`config.mk`:
```
export PLATFORM = sky130hd
export DESIGN_NAME = router_sync_param
export DESIGN_NICKNAME = d
export VERILOG_FILES = /design/src/rtl/router_sync_param.sv
export SDC_FILE = /design/constraint.sdc
export NUM_CORES = 1
export LEC_CHECK = 0
export BUFFER_PORTS_ARGS = -buffer_cell sky130_fd_sc_hd__buf_2
export CAP_MARGIN = 20
export CORE_MARGIN = 2
export CORE_UTILIZATION = 46
export DETAILED_ROUTE_END_ITERATION = 6
export GPL_TIMING_DRIVEN = 0
export PLACE_DENSITY = 0.73
export RECOVER_POWER = 100
export SYNTH_ARGS = -nofsm -noshare
export SYNTH_HDL_FRONTEND = slang
export SYNTH_SLANG_ARGS = --single-unit
```
`constraint.sdc`:
```
create_clock -name clock -period 1.39 [get_ports clock]
set_input_delay 0 -clock clock [delete_from_list [all_inputs] [get_ports clock]]
set_output_delay 0 -clock clock [all_outputs]
set_load 0.02 [all_outputs]
```
`src/rtl/router_sync_param.sv`:
```
// rtl/router_sync_param.sv - header-FSM to output-FIFO synchroniser with per-port read timeouts
module router_sync_param #(
    parameter int NUM_PORTS = 3,
    parameter int ADDR_W    = 2,
    parameter int TIMEOUT   = 30,
    parameter int CNT_W     = 5
) (
    input  logic                 clock,
    input  logic                 resetn,
    input  logic                 detect_add,
    input  logic [ADDR_W-1:0]    data_in,
    input  logic                 write_enb_reg,
    input  logic [NUM_PORTS-1:0] full,
    input  logic [NUM_PORTS-1:0] empty,
    input  logic [NUM_PORTS-1:0] read_enb,
    output logic [NUM_PORTS-1:0] write_enb,
    output logic                 fifo_full,
    output logic [NUM_PORTS-1:0] vld_out,
    output logic [NUM_PORTS-1:0] soft_reset,
    output logic                 addr_err
);

    // One extra bit so NUM_PORTS == 2**ADDR_W is representable.
    localparam logic [ADDR_W:0]  LP_NUM_PORTS = (ADDR_W + 1)'(NUM_PORTS);
    localparam logic [CNT_W-1:0] LP_LAST      = CNT_W'(TIMEOUT - 1);

    logic [ADDR_W-1:0] r_addr_reg;
    logic              r_addr_valid;
    logic              r_addr_err;
    logic              w_in_range;

    assign w_in_range = ({1'b0, data_in} < LP_NUM_PORTS);
    assign addr_err   = r_addr_err;
    assign vld_out    = ~empty;

    always_ff @(posedge clock or negedge resetn) begin
        if (!resetn) begin
            r_addr_reg   <= '0;
            r_addr_valid <= 1'b0;
            r_addr_err   <= 1'b0;
        end else begin
            r_addr_err <= detect_add && !w_in_range;
            if (detect_add) begin
                r_addr_reg   <= data_in;
                r_addr_valid <= w_in_range;
            end
        end
    end

    // Steering always uses the previously latched address, even when a new header arrives this cycle.
    always_comb begin
        write_enb = '0;
        fifo_full = 1'b0;
        for (int i = 0; i < NUM_PORTS; i++) begin
            if (r_addr_valid && (r_addr_reg == ADDR_W'(i))) begin
                write_enb[i] = write_enb_reg;
                fifo_full    = full[i];
            end
        end
    end

    for (genvar g = 0; g < NUM_PORTS; g++) begin : g_port
        logic [CNT_W-1:0] r_cnt;
        logic             r_soft_reset;

        assign soft_reset[g] = r_soft_reset;

        // A read on the expiring cycle wins: counter clears with no pulse.
        always_ff @(posedge clock or negedge resetn) begin
            if (!resetn) begin
                r_cnt        <= '0;
                r_soft_reset <= 1'b0;
            end else if (!vld_out[g] || read_enb[g]) begin
                r_cnt        <= '0;
                r_soft_reset <= 1'b0;
            end else if (r_cnt == LP_LAST) begin
                r_cnt        <= '0;
                r_soft_reset <= 1'b1;
            end else begin
                r_cnt        <= r_cnt + CNT_W'(1);
                r_soft_reset <= 1'b0;
            end
        end
    end

endmodule

```
* Word level (Yosys, flattened, before mapping)
Cells that the tools add are included.
W data, S select, Z words.
** Word-level totals
- Register bits :: 22
- Input bits :: 15
- Output and inout port bits :: 11
- Word-level logic and storage cells :: 49
** Operators by class
- Order comparisons :: 1
- $add $sub $neg :: 3
- Bitwise logic cells :: 1
- Eq/ne operators :: 5
- Multiplexer cells :: 18
- Reductions and logical operators :: 12
** Operators with widths (number)
- $mux W5 :: 6
- $add A5 B1 Y5 const B :: 3
- $eq A5 B5 Y1 const B :: 3
- $mux W1 :: 12
- $logic_and A1 B1 Y1 :: 4
- $logic_not A1 Y1 :: 4
- $logic_or A1 B1 Y1 :: 3
- $not A3 Y3 :: 1
- $eq A2 B1 Y1 const B :: 1
- $eq A2 B2 Y1 const B :: 1
- $logic_not A2 Y1 :: 1
- $lt A2 B2 Y1 const B :: 1

* Logic depth before layout (Yosys ltp)
Gate-level depths: netlist (run 1).
- Word-level depth :: 5
- Depth in mapped cells :: 5

* Worst setup path before layout (run 1)
OpenSTA, ideal clock, no wires.
- Path kind :: reg-to-reg
- From :: register g_port[1].r_cnt[0]
- To :: register g_port[1].r_cnt[4]
- Clock period less this slack :: 1.000 ns
- Setup time :: 0.121 ns
- Setup slack :: 0.390 ns
- Cell stages (with the launch flop) :: 5
- Data arrival time :: 0.879 ns
- Data required time :: 1.269 ns
- Cell sequence :: dfrtp_1 -> ha_1 -> nand3_1 -> xor2_1 -> nor2_1
** Between the ends
- Cells in the longest elaborated chain, start to end :: 3
** Ends and longest elaborated chain
- start, declared :: line 63 : logic [CNT_W-1:0] r_cnt;
- start signal, assigned :: line 80 : r_cnt <= r_cnt + CNT_W'(1);
- $add A5 B1 Y5 or $eq A5 B5 Y1 (tied branches) :: line 80, 76
- $mux W5 * :: line 76 : end else if (r_cnt == LP_LAST) begin
- $mux W5 * :: line 73 : end else if (!vld_out[g] || read_enb[g]) begin
Every way passes the cells marked *; elsewhere a longest branch is shown, timed or not.
A chain may end at the register's enable or synchronous reset.

* Worst setup path after layout (run 1)
- From :: register r_addr_reg[0]
- To :: output port fifo_full
** Between the ends
- Cells in the longest elaborated chain, start to end :: 5
** Ends and longest elaborated chain
- start, declared :: line 27 : logic [ADDR_W-1:0] r_addr_reg;
- start signal, assigned :: line 44 : r_addr_reg <= data_in;
- $logic_not A2 Y1 :: line 55 : if (r_addr_valid && (r_addr_reg == ADDR_W'(i))) begin
- $logic_and A1 B1 Y1 :: line 55
- $mux W1 (2 in series) :: line 55
- $mux W1 * :: line 55
- end, declared :: line 17 : output logic fifo_full,
Marked as above.

==> run metrics, run 1 <==
Netlist cell types=18; crit path cell chain=mux2i_1 -> o21ai_1 -> and2_1 -> buf_6; GRT overflow=0; DP Cell Count=144; PD cells=868 nW/um^2; Worst slew margin=64.2%; total power=0.00109 W; Initial Utilization=49.5%; syn_nets=113; final antenna-violating net count=0; Reg clk slew, reported paths=110 ps; Initial DRT Pass Iterations=2; fillers=180; sequential element share of the synthesized area=56.1%; synth warn=0; wire length per cell=11.1 um; RSZ-0062 raised after global routing=yes; required time of the critical path=1390 ps; final WL=1.75 mm; Tmin final=1300 ps; switching power=0.000265 W; clk root buf=clkbuf_4; Final HPWL DP=1.26 mm; Clock Skew=2.06 ps; vias in the first global route=789; Max IR drop VDD=0.520 mV; Layout Cells excl Fill=157; worst-path maximum fanout=6; sw frac=24.3%; antenna violations before repair=0; Vias/cell=4.73; worst-margin pin slew=536 ps; final weighted congestion in routability-driven placement=0.765; Final Instance Area=1260 um^2; Die Ht=50.2 um; max reg flops=15; Clk Latency, worst-skew pair=290 ps; Leak=0.608 nW; Core Footprint=1980 um^2; H-tree levels=1; final core utilization=63.4%; CTS Buffer Depth=2; Post-Syn Area=981 um^2; setup bufs post-CTS=0; Crit Path Class=reg -> out; CP startpoint kind=register; Cell Area, Placed=1140 um^2; Final Max Tran Viols=0; Internal=0.000825 W; max-cap violations=0; layout cells sized above 1=16.2%; Syn-to-layout area delta=28.1%; clock share of power=24.9%; CTS sink cnt=22; #FFs+latches synth=22; Residual DRC=0; CTS tree=done; Fmax=770 MHz; Logic pwr share=13.2%; final hold vios=0; CTS Buf Count=3; sequential power share=61.9%; FP Rows=16; slowest cell delay on critical path=450 ps; # setup viols final=0; via count=742; post-layout net count=153; CP Data Arrival Time=1300 ps; first-pass GRT wire length=3.04 mm; die area=2520 um^2; most frequent cells in the layout=dfrtp_1, nor2_1, buf_2; most common cell after layout, fill and taps aside=dfrtp_1; die width=50.2 um; hold_ws=205 ps; IO buf count=25; synthesized instance count=92; average cell area after synthesis=10.7 um^2; CP max stage cell=dfrtp_1; io pins=26; DRT iter0 DRCs=6; final cycle utilization of the critical path=93.4%; Worst Hold Class=in -> async; antenna cell count=0; outcome=finished clean; gr usage total=15.9%; largest net degree at the start of global routing=23; CP endpoint kind=primary output
[final cells by class]
cell class | instances | area [um^2] | area share, %
timing repair buffer | 35 | 219 | 17.4
buffer | 3 | 22.5 | 1.79
multi-input combinational | 61 | 385 | 30.7
inverter | 6 | 22.5 | 1.79
sequential | 22 | 551 | 43.8
clock buffer | 3 | 22.5 | 1.79
tap | 27 | 33.8 | 2.69
[timing repair]
item,in CTS,in global routing
hold buffers,10,0
endpoints found under the hold margin,29,0
endpoints found under the setup margin,0,1
gates resized for setup,0,2
[power by group through the flow]
stage                     Clock (W)  Sequential (W)  Combinational [W]
after floorplan                   0        0.000685          0.0000604
after global placement            0        0.000686           0.000116
after detailed placement          0        0.000688           0.000120
after CTS                  0.000284        0.000675           0.000142
after global routing       0.000308        0.000678           0.000162
final                      0.000272        0.000675           0.000143
[per-layer routing]
metal  part of all wire [%]  vias to the layer above  track usage, %
li1                       -                      376               -
met1                     45                      347            17.0
met2                     50                       17            29.4
met3                    4.0                        2            2.98
met4                   0.63                        0            8.33
met5                      0                        -               0
[critical path: cells and delay by family, from the launching register on]
family | cells | cell delay (ps)
simple gates | 1 | 150
compound gates | 1 | 80
flops | 1 | 450
mux | 1 | 200
buf+inv | 1 | 130
[Yosys cell counts]
cell,n,area [um^2]
o21ai_1,1,5.00
buf_4,3,22.5
mux2i_1,1,10.0
nand3b_1,1,7.51
nand2_1,4,15.0
nor3b_1,2,15.0
nor3_1,4,20.0
mux2_1,2,22.5
nor2_1,20,75.1
dfrtp_1,22,551
nand4_1,3,18.8
and3_1,1,6.26
and2_1,1,6.26
xnor2_1,3,26.3
inv_1,6,22.5
ha_1,6,75.1
xor2_1,6,52.6
nand3_1,6,30.0
[path summary, 6_finish.rpt]
path | slack [ps] | from | to | cells past startpoint
max | 90 | r_addr_reg[0] | fifo_full | 4
min | 210 | resetn | g_port[2].r_cnt[0] | 2
max reg2reg | 310 | g_port[1].r_cnt[1] | g_port[1].r_cnt[4] | 5
min reg2reg | 500 | g_port[0].r_cnt[0] | g_port[0].r_cnt[0] | 1
max in group asynchronous | 830 | resetn | g_port[0].r_soft_reset | 2
min in group clock | 400 | write_enb_reg | write_enb[1] | 4
[stage by stage]
stage,worst slack [ps],TNS [ps]
after global routing,-27.0,-27.0
after global placement,338,0
after floorplan,390,0
after CTS,73.0,0
final,92.1,0
after detailed placement,313,0
[kinds of logic (layout without fill, tap and decap cells)]
kind of cell,count (synthesis),count (layout),share of synthesized area (%)
adder cells (fa/ha/maj),6,6,7.65
buffers and inverters,9,47,4.59
multiplexers,3,3,3.32
flip-flops,22,22,56.1
AND/OR/NAND/NOR,42,42,19.8
AO/OA/AOI/OAI,1,1,0.510
XOR/XNOR,9,9,8.04
(Power assumes the default switching activity.)
==> run 2, diff against run 1 <==
- CORE_MARGIN: 2 -> not set
==> run 2 against run 1 <==
  * Utilization rose by 0.44 points
  * First-iteration DRC count shrank 67%
  * Via count is 0.40% higher
  * Sequential power about the same
  * Setup slack improved by 20 ps
  * Critical path type unchanged
  * Register-to-register slack lost 40 ps
==> run metrics, run 2 (same netlist as run 1, synthesis figures left out) <==
Vias/cell=4.72; Syn-to-layout area delta=29.0%; final WL=1.69 mm; Fmax=783 MHz; fillers=168; setup bufs post-CTS=0; via count=745; start point of the critical path=r_addr_reg[0]; Die Ht=48.2 um; Initial DRT Pass Iterations=3; final antenna-violating net count=0; GRT overflow=0; DRT iter0 DRCs=2; Worst slew margin=64.9%; required time of the critical path=1390 ps; vias in the first global route=693; most frequent cells in the layout=dfrtp_1, nor2_1, buf_2; CP endpoint kind=primary output; final weighted congestion in routability-driven placement=0.653; Reg-to-Reg Start=g_port[2].r_cnt[0]; CTS Buffer Depth=2; RSZ-0062 raised after global routing=no; max reg flops=15; Initial Utilization=49.5%; Final Instance Area=1260 um^2; gr usage total=17.1%; CTS sink cnt=22; setup_tns=0 ps; area taken by multi-input logic gates=385 um^2; Final Max Tran Viols=0; PD cells=911 nW/um^2; layout cells sized above 1=17.6%; Final HPWL DP=1.19 mm; Clk Latency, worst-skew pair=300 ps; clk root buf=clkbuf_4; FP Rows=16; Max IR drop VDD=0.689 mV; worst reg-to-reg path cell count=4; CP Data Arrival Time=1280 ps; wire length per cell=10.7 um; CTS Buf Count=3; max-cap violations=0; final hold vios=0; first-pass GRT wire length=2.66 mm; die width=48.2 um; worst-path maximum fanout=6; Worst Hold Class=in -> async; io pins=26; H-tree levels=1; Reg area=552 um^2; Residual DRC=0; # setup viols final=0; Reg clk slew, reported paths=120 ps; crit path capture=fifo_full; worst-margin pin slew=526 ps; largest net degree at the start of global routing=23; antenna cell count=0; CTS tree=done; Crit Path Class=reg -> out; Clock Skew=6.80 ps; die area=2320 um^2; r2r endpoint=g_port[2].r_cnt[4]; most common cell after layout, fill and taps aside=dfrtp_1; CP startpoint kind=register; post-layout net count=153; Reg2Reg Setup Slack=270 ps; Tmin final=1280 ps; Cell Area, Placed=1140 um^2; IO buf count=25; final cycle utilization of the critical path=91.9%; Leak=0.612 nW; antenna violations before repair=0; outcome=finished clean; Core Footprint=1980 um^2
[run 2: repair_timing]
| action | CTS | global route |
|---|---|---|
| endpoints found under the hold margin | 29 | 0 |
| gates resized for setup | 0 | 1 |
| endpoints found under the setup margin | 0 | 1 |
| hold buffers | 10 | 0 |
[run 2: area by class of cell]
type | count | share of cell area (%)
flip-flops and latches | 22 | 43.6
inverters | 6 | 1.78
clock buffers | 4 | 2.87
multi-input cells | 61 | 30.5
repair buffers | 35 | 16.8
well taps | 27 | 2.67
plain buffers | 3 | 1.78
[run 2: stage by stage]
step                total power (W)  utilization (%)  hold slack (ps)  worst slack, ps  std cells
CTS                         0.00117             64.4              193             48.6        158
detailed placement         0.000808             57.5            -7.45              281        144
global placement           0.000802             57.5            -10.2              339        144
finish                      0.00115             63.8              199              112        158
floorplan                  0.000746                -             -296              390         92
global route                0.00122             63.8              251             23.2        158
[run 2: power breakdown]
group / leakage (nW) / switching (W) / total [W] / internal, W
clock network: 0.0210 / 0.000179 / 0.000339 / 0.000160
logic: 0.297 / 0.0000742 / 0.000138 / 0.0000636
registers: 0.294 / 0.0000185 / 0.000676 / 0.000658
total: 0.612 / 0.000272 / 0.00115 / 0.000881
[run 2: critical path: stages (launching register included)]
cell      delay (ps)
dfrtp_2          430
mux2i_1          190
o21ai_1           70
and2_1           150
clkbuf_2         150
[run 2: per-layer routing]
metal / global-route usage (%) / vias to the layer above / share of wire [%]
li1: - / 375 / -
met1: 18.4 / 352 / 42
met2: 32.8 / 16 / 54
met3: 2.22 / 2 / 3.2
met4: 7.22 / 0 / 0.47
met5: 0 / - / 0
[run 2: how the worst min path moves through the flow]
stage	startpoint	endpoint	slack (ps)	depth (start not counted)
finish	resetn	r_addr_reg[1]	200	2
global route	resetn	r_addr_valid	250	2
CTS	resetn	g_port[1].r_cnt[3]	190	2
detailed placement	resetn	g_port[2].r_cnt[4]	-7	1
global placement	resetn	g_port[1].r_cnt[0]	-10	1
floorplan	resetn	addr_err	-300	0
==> run 3, diff against run 2 <==
- BUFFER_PORTS_ARGS: -buffer_cell sky130_fd_sc_hd__buf_2 -> not set
- DONT_BUFFER_PORTS: not set -> 1
- PLACE_DENSITY: 0.73 -> 0.63
- clock period: 1.39 -> 1.6 ns (I/O delays scaled with it)
==> run 3 against run 2 <==
  * Die area unchanged
  * Clock power decreased by 30%
  * Via count fell by 12%
  * Critical path type is now reg -> reg
  * Largest cell class unchanged
==> run metrics, run 3 (same netlist as run 1, synthesis figures left out) <==
vias in the first global route=562; DRT iter0 DRCs=6; final antenna-violating net count=0; crit path capture=g_port[0].r_soft_reset; final weighted congestion in routability-driven placement=0.731; worst reg-to-reg path cell count=5; hold_ws=77.7 ps; Residual DRC=0; most frequent cells in the layout=dfrtp_1, nor2_1, dlygate4sd3_1; start point of the critical path=g_port[0].r_cnt[1]; Crit Path Class=reg -> reg; fillers=173; CP max stage cell=dlygate4sd3_1; via count=657; Top delay family on crit path=buffers and inverters; critical path depth in cells=5; worst-margin pin slew=954 ps; slowest cell delay on critical path=570 ps; Fmax=662 MHz; Layout Cells excl Fill=137; Leak=0.550 nW; PD cells=783 nW/um^2; max reg flops=15; Final Max Tran Viols=0; RSZ-0062 raised after global routing=no; H-tree levels=1; CP startpoint kind=register; io pins=26; Reg-to-Reg Start=g_port[0].r_cnt[1]; Core Footprint=1980 um^2; IO buf count=0; total power=0.000921 W; Die Ht=48.2 um; outcome=finished clean; Initial DRT Pass Iterations=4; largest net degree at the start of global routing=23; CTS Buffer Depth=2; die area=2320 um^2; sw frac=23.8%; crit path cell chain=inv_1 -> ha_1 -> nand4_1 -> nor3_1 -> dlygate4sd3_1; Final Instance Area=1180 um^2; Tmin final=1510 ps; CP endpoint kind=register; Clock Skew=3.13 ps; Worst slew margin=36.2%; CTS tree=done; Initial Utilization=49.5%; # setup viols final=0; Clk Latency, worst-skew pair=290 ps; clk root buf=clkbuf_4; Final HPWL DP=1.02 mm; setup_tns=0 ps; Max IR drop VDD=0.574 mV; antenna violations before repair=0; first-pass GRT wire length=2.23 mm; CTS sink cnt=22; r2r endpoint=g_port[0].r_soft_reset; most common cell after layout, fill and taps aside=dfrtp_1; switching power=0.000219 W; CP Data Arrival Time=1750 ps; worst-path maximum fanout=3; GRT overflow=0; Syn-to-layout area delta=19.9%; max-cap violations=0; FP Rows=16; Reg2Reg Setup Slack=90 ps; layout cells sized above 1=2.73%; clock share of power=25.6%; Buf/Inv on CP=2; setup bufs post-CTS=0; Vias/cell=4.80; DP Cell Count=119; die width=48.2 um; final cycle utilization of the critical path=94.4%; final WL=1.51 mm; gr usage total=14.1%; Internal=0.000702 W; required time of the critical path=1840 ps; antenna cell count=0; Cell Area, Placed=1010 um^2; Worst Hold Class=in -> out; Logic pwr share=10.5%; wire length per cell=11.0 um; Reg clk slew, reported paths=110 ps; sequential power share=63.9%; post-layout net count=133; CTS Buf Count=3; final hold vios=0
[run 3: worst register-to-register path: stages (launching register included)]
cell and delay, ps:
dfrtp_1 410, inv_1 60, ha_1 130, nand4_1 120
nor3_1 160, dlygate4sd3_1 570
[run 3: how the worst min path moves through the flow]
stage | from | endpoint | slack [ps] | cells past startpoint
finish | empty[2] | vld_out[2] | 80 | 1
global route | empty[0] | vld_out[0] | 80 | 1
CTS | empty[2] | vld_out[2] | 80 | 1
detailed placement | resetn | g_port[1].r_cnt[4] | -290 | 0
global placement | resetn | g_port[1].r_cnt[4] | -300 | 0
floorplan | resetn | addr_err | -300 | 0
[run 3: cell type report]
class | count | area [um^2] | share of cell area, %
multi-input combinational | 61 | 385 | 32.8
inverter | 6 | 22.5 | 1.91
sequential | 22 | 551 | 46.8
buffer | 3 | 11.3 | 0.957
clock buffer | 3 | 22.5 | 1.91
tap | 27 | 33.8 | 2.87
timing repair buffer | 15 | 150 | 12.8
[run 3: metal layers]
| layer | GRT usage (%) | wire [um] | part of all wire [%] | vias up |
|---|---|---|---|---|
| met1 | 18.2 | 713 | 47 | 307 |
| li1 | - | - | - | 333 |
| met2 | 22.4 | 732 | 48 | 13 |
| met4 | 6.67 | 24 | 1.6 | 0 |
| met5 | 0 | 0 | 0 | - |
| met3 | 3.33 | 42 | 2.8 | 4 |
[run 3: timing repair]
item / CTS / global route
hold buffers: 15 / 0
hold endpoints to repair: 44 / 0
endpoints found under the setup margin: 0 / 0
resized for setup: 0 / 0
[run 3: per-stage QoR]
stage	setup slack (ps)	util (%)
finish	89.8	59.3
global route	12.6	59.3
global placement	546	51.2
floorplan	600	-
CTS	90.3	59.9
detailed placement	517	51.2
[run 3: power by group through the flow]
stage	Clock [W]	Sequential, W	Combinational (W)
after floorplan	0	0.000595	0.0000525
after global placement	0	0.000598	0.0000577
after detailed placement	0	0.000599	0.0000589
after CTS	0.000246	0.000588	0.0000975
after global routing	0.000261	0.000592	0.000110
final	0.000236	0.000588	0.0000966
